$ cat src/rtl/satd_block_feeder.sv
// satd_block_feeder
// Two-bank ping-pong buffer that collects 16 original/candidate pixel pairs
// per 4x4 block from upstream and replays them, one pair per enabled cycle,
// to the SATD difference stage under control of the SATD control FSM.
//
// Ports:
//   clk, rst_n      rising-edge clock, asynchronous active-low reset
//   in_valid        upstream pair valid
//   in_ready        feeder can accept a pair this cycle (write bank not full)
//   in_orig/in_cand incoming original / candidate pixel
//   ENABLE_COUNTER  advance request from SATD control
//   counter         index (0..15) of the pair currently presented
//   out_valid       a full block is being presented
//   out_orig/out_cand pixel pair at counter (zero while not presenting)
//   block_last      high in the cycle the pair at index 15 is consumed
//   underrun        sticky: advance requested while no block was available
module satd_block_feeder #(
  parameter int PIXEL_WIDTH   = 8,
  parameter int BLOCK_SAMPLES = 16
) (
  input  logic                   clk,
  input  logic                   rst_n,
  input  logic                   in_valid,
  output logic                   in_ready,
  input  logic [PIXEL_WIDTH-1:0] in_orig,
  input  logic [PIXEL_WIDTH-1:0] in_cand,
  input  logic                   ENABLE_COUNTER,
  output logic [3:0]             counter,
  output logic                   out_valid,
  output logic [PIXEL_WIDTH-1:0] out_orig,
  output logic [PIXEL_WIDTH-1:0] out_cand,
  output logic                   block_last,
  output logic                   underrun
);

  localparam logic [3:0] LAST_IDX = 4'(BLOCK_SAMPLES - 1);
  localparam int         PAIR_W   = 2 * PIXEL_WIDTH;

  typedef enum logic [0:0] {
    IDLE  = 1'b0,
    DRAIN = 1'b1
  } state_t;

  state_t            state_r;
  // Entry address is {bank, index}; each entry holds {orig, cand}.
  logic [PAIR_W-1:0] mem_r [0:31];
  logic [1:0]        full_r;
  logic [1:0]        full_next_s;
  logic              wr_bank_r;
  logic              rd_bank_r;
  logic [3:0]        wr_idx_r;
  logic [3:0]        counter_r;
  logic              underrun_r;

  logic              draining_s;
  logic              wr_fire_s;
  logic              set_full_s;
  logic              rd_fire_s;
  logic              clr_full_s;
  logic [PAIR_W-1:0] rd_pair_s;

  // Handshake decode, full-flag next state and read-data selection.
  always_comb begin
    draining_s = (state_r == DRAIN);
    wr_fire_s  = in_valid && !full_r[wr_bank_r];
    set_full_s = wr_fire_s && (wr_idx_r == LAST_IDX);
    rd_fire_s  = draining_s && ENABLE_COUNTER;
    clr_full_s = rd_fire_s && (counter_r == LAST_IDX);
    // Set and clear can hit different banks in the same cycle; the same bank
    // cannot be both written and freed because a full bank refuses writes.
    full_next_s[0] = (set_full_s && !wr_bank_r) ||
                     (full_r[0] && !(clr_full_s && !rd_bank_r));
    full_next_s[1] = (set_full_s && wr_bank_r) ||
                     (full_r[1] && !(clr_full_s && rd_bank_r));
    // Data is forced to zero outside DRAIN so stale buffer contents never leak.
    rd_pair_s  = draining_s ? mem_r[{rd_bank_r, counter_r}] : {PAIR_W{1'b0}};
  end

  assign in_ready   = !full_r[wr_bank_r];
  assign out_valid  = draining_s;
  assign counter    = counter_r;
  assign out_orig   = rd_pair_s[PAIR_W-1:PIXEL_WIDTH];
  assign out_cand   = rd_pair_s[PIXEL_WIDTH-1:0];
  assign block_last = clr_full_s;
  assign underrun   = underrun_r;

  // Pair storage; contents are don't-care after reset so no reset is applied.
  always_ff @(posedge clk) begin
    if (wr_fire_s) begin
      mem_r[{wr_bank_r, wr_idx_r}] <= {in_orig, in_cand};
    end
  end

  // Write pointer, write bank and per-bank full flags.
  always_ff @(posedge clk or negedge rst_n) begin
    if (!rst_n) begin
      wr_bank_r <= 1'b0;
      wr_idx_r  <= 4'd0;
      full_r    <= 2'b00;
    end else begin
      full_r <= full_next_s;
      if (wr_fire_s) begin
        wr_idx_r <= (wr_idx_r == LAST_IDX) ? 4'd0 : wr_idx_r + 4'd1;
        if (set_full_s) begin
          wr_bank_r <= !wr_bank_r;
        end
      end
    end
  end

  // Read FSM: sample counter, read bank and sticky underrun flag.
  always_ff @(posedge clk or negedge rst_n) begin
    if (!rst_n) begin
      state_r    <= IDLE;
      counter_r  <= 4'd0;
      rd_bank_r  <= 1'b0;
      underrun_r <= 1'b0;
    end else begin
      case (state_r)
        IDLE: begin
          if (ENABLE_COUNTER) begin
            underrun_r <= 1'b1;
          end
          // Uses the registered flag: one cycle from fill completion to valid.
          if (full_r[rd_bank_r]) begin
            state_r <= DRAIN;
          end
        end
        DRAIN: begin
          if (ENABLE_COUNTER) begin
            if (counter_r == LAST_IDX) begin
              counter_r <= 4'd0;
              rd_bank_r <= !rd_bank_r;
              // Stay in DRAIN when the other bank is ready: no bubble.
              state_r   <= full_r[!rd_bank_r] ? DRAIN : IDLE;
            end else begin
              counter_r <= counter_r + 4'd1;
            end
          end
        end
        default: begin
          state_r <= IDLE;
        end
      endcase
    end
  end

endmodule

$ cat config.mk
export PLATFORM = sky130hd
export DESIGN_NAME = satd_block_feeder
export DESIGN_NICKNAME = d
export VERILOG_FILES = /design/src/rtl/satd_block_feeder.sv
export SDC_FILE = /design/constraint.sdc
export NUM_CORES = 1
export LEC_CHECK = 0
export BUFFER_PORTS_ARGS = -buffer_cell sky130_fd_sc_hd__buf_2
export CORE_MARGIN = 10
export CORE_UTILIZATION = 35
export DETAILED_ROUTE_END_ITERATION = 8
export PLACE_DENSITY_LB_ADDON = 0.08
export RECOVER_POWER = 50
export SLEW_MARGIN = 25
export SYNTH_ARGS = -nofsm -noshare
export SYNTH_HDL_FRONTEND = slang
export SYNTH_SLANG_ARGS = --single-unit
$ cat constraint.sdc
create_clock -name clk -period 5.6 [get_ports clk]
set_input_delay 0.84 -clock clk [delete_from_list [all_inputs] [get_ports clk]]
set_output_delay 0.84 -clock clk [all_outputs]
set_load 0.05 [all_outputs]
* Word-level counts from Yosys, hierarchy flattened
Memory sizes are Yosys's and may differ from the RTL's.
Index checks and enable logic that the tools add are counted.
** Word-level totals
- Latch bits :: 0
- Memory bits (writable) :: 512
- Output and inout bits :: 24
- Bits in read-only memories :: 0
- Memories :: 1
- Flip-flop bits (word level) :: 14
** Operators by class
- Muxes and demuxes :: 16
- Multipliers :: 0
- Equal/unequal tests :: 2
- Div/mod/pow operators :: 0
- Shift-type cells :: 0
- Order comparisons :: 3
- Reductions and logical operators :: 21
- Add/subtract/negate cells :: 2
- Bitwise gates (word level) :: 1
** Memory list
- mem_r :: depth 32, bits a word 16, rd ports 1, clocked after Yosys merged registers in 0, wr ports 1, line 46 : logic [PAIR_W-1:0] mem_r [0:31];
** Operators by type and width (count)
- $mux W16 :: 1
- $mux W1 :: 12
- $logic_and A1 B1 Y1 :: 10
- $add A4 B1 Y4 const B :: 2
- $eq A4 B4 Y1 const B :: 2
- $mux W4 :: 2
- $lt A1 B2 Y1 const B :: 3
- $reduce_and A2 Y1 :: 3
- $logic_not A1 Y1 :: 5
- $reduce_and A3 Y1 :: 1
- $logic_or A1 B1 Y1 :: 2
- $pmux W1 S2 :: 1
- $not A1 Y1 :: 1

* Longest topological paths before layout
Gate-level depths: netlist of the first run.
- Word-level depth :: 7
- Depth in mapped cells :: 9

* Worst setup path before layout of the first run
No wires, ideal clock.
- Kind :: register to output
- Start :: reg counter_r[1] (netlist: counter[1])
- End :: out out_cand[5]
- Setup slack :: 1852 ps
- Buffers on the path :: 5
- Data arrival time :: 2908 ps
- Cell stages (with the launch flop) :: 10
- Cell sequence :: dfrtp_1 buf_6 buf_6 buf_6 buf_6 buf_4 mux2i_1 a22oi_1 a21oi_1 nor3_1
** Between the ends
- Cells in the longest elaborated chain, start to end :: 2
** Ends and longest elaborated chain
- start: declaration :: line 52 : logic [3:0] counter_r;
- start signal: assignment :: line 137 : counter_r <= counter_r + 4'd1;
- $mem_v2 Z32 W16
- $mux W16 :: line 76 : rd_pair_s = draining_s ? mem_r[{rd_bank_r, counter_r}] : {PAIR_W{1'b0}};
- end: declaration :: line 31 : output logic [PIXEL_WIDTH-1:0] out_cand,
No other way between the ends.

* Worst setup path in the final report of the first run
- Start :: reg counter_r[1] (netlist: counter[1])
- End :: out out_cand[6]
Same word-level chain as after synthesis.

==> flow_metrics.env, run 1 <==
export IMPL_numCtsBuffers=57
export IMPL_port_buffer_count=43
export IMPL_cp_required_ps=4760
export IMPL_wl_um=52770
export IMPL_grt_pass1_vias=10028
export IMPL_ys_types=35
export IMPL_end_kind="primary output"
export IMPL_grt_setup_unrepaired="no"
export IMPL_failed_checks="capacitance limit, slew limit"
export IMPL_nets=1063
export IMPL_hold_violations=0
export IMPL_drive_above_1_share_pct=25.35
export IMPL_hpwlAfterDp_um=29950
export IMPL_h_tree_depth=2
export IMPL_tns_ps=0
export IMPL_worst_setup_path_start_kind="flop"
export IMPL_placed_cell_area_mm2=0.02181
export IMPL_syn_nets=973
export IMPL_synthCells=948
export IMPL_gr_usage_met1_pct=22.49
export IMPL_start_util_pct=35.42
export IMPL_cts_repair_resized=0
export IMPL_ys_ff_latch=526
export IMPL_slowest_stage="dfrtp_4"
export IMPL_synth_edf_count=512
export IMPL_slew_headroom_pct=-27.92
export IMPL_yosys_warnings=0
export IMPL_drv_cap=14
export IMPL_dr_pass1_iters=5
export IMPL_gp_congestion=0.7607
export IMPL_avgRoutedWirePerCell_um=28.58
export IMPL_synth_async_reset_ratio_pct=2.662
export IMPL_drc=0
export IMPL_die_y_um=262.1
export IMPL_power_frac_comb_pct=32.5
export IMPL_cts_tree="yes"
export IMPL_leakagePower_nw=7.527
export IMPL_cts_sinks=526
export IMPL_syn_to_final_growth_pct=14.70
export IMPL_viasPerCell=5.232
export IMPL_clk_insertion_delay_late_ps=610
export IMPL_post_route_period_util_pct=78.65
export IMPL_grtUsageMet3_pct=2.197
export IMPL_hp_class="primary input to async pin"
export IMPL_fp_dieW_um=262.1
export IMPL_clk_pin_slew_ps=60
export IMPL_grtUsageTotal_pct=15.53
export IMPL_clock_skew_ps=20.83
export IMPL_antenna_found_initial=0
export IMPL_cts_root_buf="clkbuf_16"
export IMPL_p_switching_mw=4.353
export IMPL_fmax_mhz=227.0
export IMPL_cts_buffer_depth=3
export IMPL_reg2reg_from="wr_bank_r"
export IMPL_grt_pass1_wl_um=75710
export IMPL_finalCriticalPeriod_ps=4404
export IMPL_cp_max_fo=33
export IMPL_holdBufCountCts=0
export IMPL_design_area_mm2=0.02353
export IMPL_busiest_layer="met2"
export IMPL_synth_main_ff_cell="edfxtp_1"
export IMPL_pwr_share_seq_pct=39.0
export IMPL_cts_setup_buffers=0
export IMPL_drt_iter0_drc=762
export IMPL_core_area_mm2=0.05792
export IMPL_ys_seq_area_share_pct=76.65
export IMPL_path_cells="buf_12 > mux4_1 > mux4_2 > o22ai_1 > nor3_1 > buf_2"
export IMPL_use_met2_pct=24.19
export IMPL_cpPeakStageDelay_ps=770
export IMPL_ant_nets=0
export IMPL_worstRegToRegCells=5
export IMPL_ir_drop_v=0.0007460
export IMPL_rows=88
export IMPL_powerDensity_mw_per_mm2=528.8
export IMPL_io_pins=44
export IMPL_setup_viol=0
export IMPL_synth_avg_cell_area_um2=21.64
export IMPL_outcome="finished, violations left"
export IMPL_clockPowerShare_pct=28.5
export IMPL_grt_overflow_total=0
export IMPL_dr_total_vias=9659
export IMPL_switching_share_pct=34.98
export IMPL_fill_cells=5193
export IMPL_antenna_cells=0
export IMPL_dieArea_mm2=0.06870
export IMPL_worst_pin_slew_ps=1919
export IMPL_reg2reg_setup_slack_ps=1970
export IMPL_worstReg2RegEnd="mem_r[15][1]"
export IMPL_crit_arrival_ps=3560
export IMPL_slew_viol_final=429
export IMPL_grt_max_degree=49
export IMPL_worstSetupPathType="flop to primary output"
export IMPL_syn_cell_area_mm2=0.02052
export IMPL_internal_power_mw=8.092
layer usage:
layer | vias up | share of wire (%)
met5 | - | 0
met4 | 0 | 2.1
met3 | 67 | 3.7
met2 | 186 | 46
met1 | 5243 | 48
li1 | 4163 | -
how the worst max path moves through the flow:
stage                from          end  slack, ps  depth (start not counted)
2_1_floorplan  counter[1]  out_cand[5]       1850                          9
3_3_place_gp   counter[1]  out_cand[6]       1790                          6
3_5_place_dp   counter[1]  out_cand[6]       1780                          6
4_1_cts        counter[1]  out_cand[6]       1090                          6
5_1_grt        counter[1]  out_cand[6]       1050                          6
6_report       counter[1]  out_cand[6]       1200                          6
kinds of logic after synthesis:
| group | synth area share (%) |
|---|---|
| flops | 76.65 |
| mux | 16.99 |
| simple gates | 1.866 |
| compound gates | 2.488 |
| buf+inv | 1.573 |
| fa+ha+maj | 0.3049 |
| xor+xnor | 0.1281 |
per-stage QoR:
stage	hold slack (ps)	util, %	setup slack (ps)	power, mW	cells
3_3_place_gp	436.0	37.64	1789	9.037	1744
2_1_floorplan	497.1	-	1852	7.675	948
6_report	319.9	40.63	1196	12.44	1846
3_5_place_dp	444.7	37.67	1784	9.045	1744
5_1_grt	365.5	40.63	1048	12.99	1846
4_1_cts	99.66	40.67	1086	12.62	1846
cell usage after synthesis (4+ instances only):
cell type / instances / share of area (%)
edfxtp_1: 512 / 75
buf_2: 12 / 0.29
buf_1: 6 / 0.11
nand2_1: 13 / 0.24
mux4_1: 27 / 3.5
mux2i_1: 67 / 3.3
dfrtp_1: 14 / 1.7
nor2_1: 37 / 0.68
mux4_2: 85 / 9.3
a21oi_1: 17 / 0.41
a22oi_1: 33 / 1.2
buf_4: 6 / 0.22
buf_6: 10 / 0.55
o21ai_0: 4 / 0.098
clkbuf_1: 19 / 0.35
ha_1: 5 / 0.30
mux2_2: 17 / 0.93
o22ai_1: 16 / 0.49
nand3_1: 6 / 0.15
nor3_1: 16 / 0.39
layout by cell type, fill, tap and decap left out, types with 3 or more instances in the layout:
cell type	n
a21oi_1	17
a22oi_1	33
buf_2	24
buf_4	39
clkbuf_1	35
clkbuf_16	57
clkbuf_8	5
clkinv_1	10
clkinv_2	9
dfrtp_1	10
edfxtp_1	512
ha_1	5
mux2_2	17
mux2i_1	67
mux4_1	27
mux4_2	85
nand2_1	13
nand3_1	6
nor2_1	13
nor2_2	18
nor2_4	6
nor3_1	16
o21ai_0	4
o22ai_1	16
xnor2_1	3
flip-flops by register name, summed over array words and instances, names as in the netlist:
register / flops
mem_r: 512
wr_bank_r: 1
counter: 4
out_valid: 1
underrun: 1
full_r: 2
wr_idx_r: 4
rd_bank_r: 1
power by group through the flow:
| stage | clock (mW) | combinational, mW | sequential (mW) |
|---|---|---|---|
| after floorplan | 0 | 2.90 | 4.78 |
| after global placement | 0 | 4.10 | 4.93 |
| after detailed placement | 0 | 4.11 | 4.94 |
| after CTS | 3.64 | 4.12 | 4.86 |
| after global routing | 3.80 | 4.30 | 4.89 |
| final | 3.54 | 4.05 | 4.86 |
critical path: cells and delay by family, from the launching register on:
family                 cells  cell delay, ps
multiplexers               2            1140
flip-flops                 1             770
AO/OA/AOI/OAI              1             240
AND/OR/NAND/NOR            1             150
buffers and inverters      2             580
area by class of cell:
| class | count | area, µm² | share of cell area [%] |
|---|---|---|---|
| inverters | 3 | 11.26 | 0.04785 |
| repair buffers | 84 | 524.3 | 2.228 |
| well taps | 765 | 957.2 | 4.068 |
| flip-flops and latches | 526 | 15740 | 66.87 |
| multi-input cells | 366 | 4563 | 19.39 |
| clock buffers | 78 | 1555 | 6.609 |
| clock inverters | 24 | 185.2 | 0.7869 |
Power figures use the tool's default switching activity.
==> run 2, diff against run 1 <==
Settings changed: ABC_AREA set to 1.
Clock period 5.6 ns to 3.6 ns, I/O delays scaled along.
==> run 2 against run 1 <==
Compared with the run above:
- the flow still finishes with violations (capacitance limit, slew limit)
- first-iteration DRC count rose by 59%
- non-clock buffer count is 23 higher
- cell area rose by 4.5%
- die area increased by 5.1%
- clock skew increased by 3.1 ps
- power grew 66%
- area after synthesis increased by 5.6%
- clock power grew 56%
- critical path depth is 4 higher
- cell count rose by 49%
- critical endpoint is now out_cand[2]
==> flow_metrics.env, run 2 <==
export IMPL_gp_congestion=0.7667
export IMPL_pwr_share_seq_pct=35.8
export IMPL_clockPowerShare_pct=26.8
export IMPL_slew_viol_final=531
export IMPL_slew_headroom_pct=-49.36
export IMPL_powerDensity_mw_per_mm2=842.3
export IMPL_yosysMostFrequentCell="nand2_1"
export IMPL_worstRegToRegCells=6
export IMPL_outcome="finished, violations left"
export IMPL_hold_violations=0
export IMPL_cts_sinks=526
export IMPL_synth_avg_cell_area_um2=11.70
export IMPL_path_cells="inv_6 > buf_12 > nand3_1 > nand3_1 > nand2_1 > nand2_1 > nand2_1 > nand2_1 > nand2_1 > clkbuf_4"
export IMPL_cpPeakStageDelay_ps=650
export IMPL_drive_above_1_share_pct=10.20
export IMPL_mostFrequentLayoutCells="nand2_1 (739), edfxtp_1 (512), nand3_1 (393), clkbuf_16 (57), buf_4 (50)"
export IMPL_clock_skew_ps=23.94
export IMPL_drv_cap=16
export IMPL_design_area_mm2=0.02459
export IMPL_worstSetupPathType="flop to primary output"
export IMPL_grt_setup_unrepaired="no"
export IMPL_ant_nets=0
export IMPL_slowest_stage="dfrtp_4"
export IMPL_cts_root_buf="clkbuf_16"
export IMPL_wl_um=64460
export IMPL_synth_edf_count=512
export IMPL_h_tree_depth=2
export IMPL_nets=1931
export IMPL_crit_arrival_ps=2890
export IMPL_cts_setup_buffers=0
export IMPL_totalPowerFinal_mw=20.71
export IMPL_leakagePower_nw=8.999
export IMPL_cp_max_fo=35
export IMPL_avgRoutedWirePerCell_um=23.49
export IMPL_cp_required_ps=3060
export IMPL_setup_viol=0
export IMPL_fp_dieW_um=268.8
export IMPL_synth_main_ff_cell="edfxtp_1"
export IMPL_grt_pass1_wl_um=93910
export IMPL_syn_to_final_growth_pct=13.56
export IMPL_use_met2_pct=27.20
export IMPL_dieArea_mm2=0.07223
export IMPL_layout_commonest_cell="nand2_1"
export IMPL_antenna_found_initial=2
export IMPL_dr_pass1_iters=5
export IMPL_dr_total_vias=13893
export IMPL_cts_buffer_depth=3
export IMPL_clk_insertion_delay_late_ps=630
export IMPL_drt_iter0_drc=1209
export IMPL_p_switching_mw=8.444
export IMPL_worst_pin_slew_ps=2240
export IMPL_ys_types=28
export IMPL_top_register="mem_r"
export IMPL_end_kind="primary output"
export IMPL_worst_setup_path_start_kind="flop"
export IMPL_ir_drop_v=0.0004492
export IMPL_grtUsageTotal_pct=17.69
export IMPL_hpwlAfterDp_um=35700
export IMPL_core_area_mm2=0.06148
export IMPL_synthTopCellsByArea="edfxtp_1 (71%), nand2_1 (13%), nand3_1 (9.1%), dfrtp_1 (1.6%), buf_2 (1.3%)"
export IMPL_busiest_layer="met2"
export IMPL_largest_reg_flops=512
export IMPL_syn_cell_area_mm2=0.02166
export IMPL_placed_cell_area_mm2=0.02279
export IMPL_min_path_cells=2
export IMPL_die_y_um=268.8
export IMPL_fmax_mhz=291.2
export IMPL_power_frac_comb_pct=37.4
export IMPL_place_inst=2637
export IMPL_layout_cells_non_filler=2744
export IMPL_drc=0
export IMPL_rows=91
export IMPL_yosys_warnings=0
export IMPL_grt_overflow_total=0
export IMPL_port_buffer_count=43
export IMPL_synthCells=1851
export IMPL_start_util_pct=35.22
export IMPL_viasPerCell=5.063
export IMPL_hold_slack_ps=208.1
export IMPL_grt_pass1_vias=13526
export IMPL_hp_class="primary input to flop"
export IMPL_clk_pin_slew_ps=60
export IMPL_synth_async_reset_ratio_pct=2.662
export IMPL_numCtsBuffers=55
export IMPL_gr_usage_met1_pct=26.05
export IMPL_netlist_area_leader_share_pct=70.99
export IMPL_ys_seq_area_share_pct=72.61
export IMPL_crit_top_cell="nand2_1"
export IMPL_finalCriticalPeriod_ps=3434
export IMPL_io_pins=44
export IMPL_failed_checks="capacitance limit, slew limit"
export IMPL_internal_power_mw=12.27
export IMPL_synth_common_cells="nand2_1 (738), edfxtp_1 (512), nand3_1 (393)"
export IMPL_syn_nets=1876
export IMPL_post_route_period_util_pct=95.40
export IMPL_tns_ps=0
export IMPL_ys_ff_latch=526
export IMPL_switching_share_pct=40.76
export IMPL_grt_max_degree=129
export IMPL_grtUsageMet3_pct=2.836
export IMPL_synth_top_area_cell="edfxtp_1"
export IMPL_cts_tree="yes"
==> run 2: cell types whose count changed after synthesis, sizes merged, moves of 33 or more <==
cell	previous run	this run
mux2i	67	1
nand3	6	393
mux4	112	0
a22oi	33	0
nand2	13	742
buf	34	103
==> run 2: cell families after synthesis <==
family          share of synthesized area (%)
fa+ha+maj                              0.2889
mux                                   0.06354
xor+xnor                               0.1213
buf+inv                                 3.819
compound gates                         0.2773
simple gates                            22.82
flops                                   72.61
==> run 2: path summary, 6_finish.rpt <==
| check | start | end | slack (ps) |
|---|---|---|---|
| setup / recovery | counter[1] | out_cand[2] | 170 |
| hold / removal | ENABLE_COUNTER | underrun | 210 |
| setup reg to reg | wr_bank_r | mem_r[6][13] | 500 |
| hold reg to reg | underrun | underrun | 560 |
| max in group asynchronous | rst_n | counter[1] | 2200 |
| min in group asynchronous | rst_n | counter[0] | 670 |
==> run 2: layout make-up <==
class | instances | area [µm²]
fill | 5918 | 36890
clock buffer | 74 | 1499
sequential | 526 | 15740
multi-input combinational | 1197 | 5181
antenna | 3 | 7.507
timing repair buffer | 107 | 843.3
clock inverter | 28 | 235.2
tap | 790 | 988.4
inverter | 19 | 102.6
==> run 2: worst max-delay path: cells and delay by family, from the launching register on <==
kind | cells | cell delay [ps]
flops | 1 | 650
buf+inv | 3 | 760
simple gates | 7 | 850
==> run 2: repair_timing <==
action	CTS	global route
hold buffers	1	0
hold endpoints to repair	14	0
resized for setup	0	14
endpoints found under the setup margin	0	16
==> run 2: power groups by stage <==
stage / Clock (mW) / Sequential, mW / Combinational, mW
floorplan: 0 / 7.40 / 5.18
global placement: 0 / 7.50 / 7.78
detailed placement: 0 / 7.51 / 7.74
CTS: 5.69 / 7.38 / 7.77
global route: 5.93 / 7.45 / 8.51
finish: 5.54 / 7.42 / 7.76
==> run 2: through the flow <==
stage                     utilization, %  setup slack [ps]
final                              40.00             165.6
after detailed placement           37.06             682.0
after floorplan                        -             681.0
after CTS                          39.90             23.92
after global routing               39.99            0.3051
after global placement             37.06             690.3
==> run 2: per-layer routing <==
| layer | routed length, µm | vias to the layer above | part of all wire (%) |
|---|---|---|---|
| li1 | - | 6540 | - |
| met1 | 31480 | 6981 | 49 |
| met2 | 28730 | 308 | 45 |
| met3 | 3227 | 64 | 5.0 |
| met4 | 1020 | 0 | 1.6 |
| met5 | 0 | - | 0 |
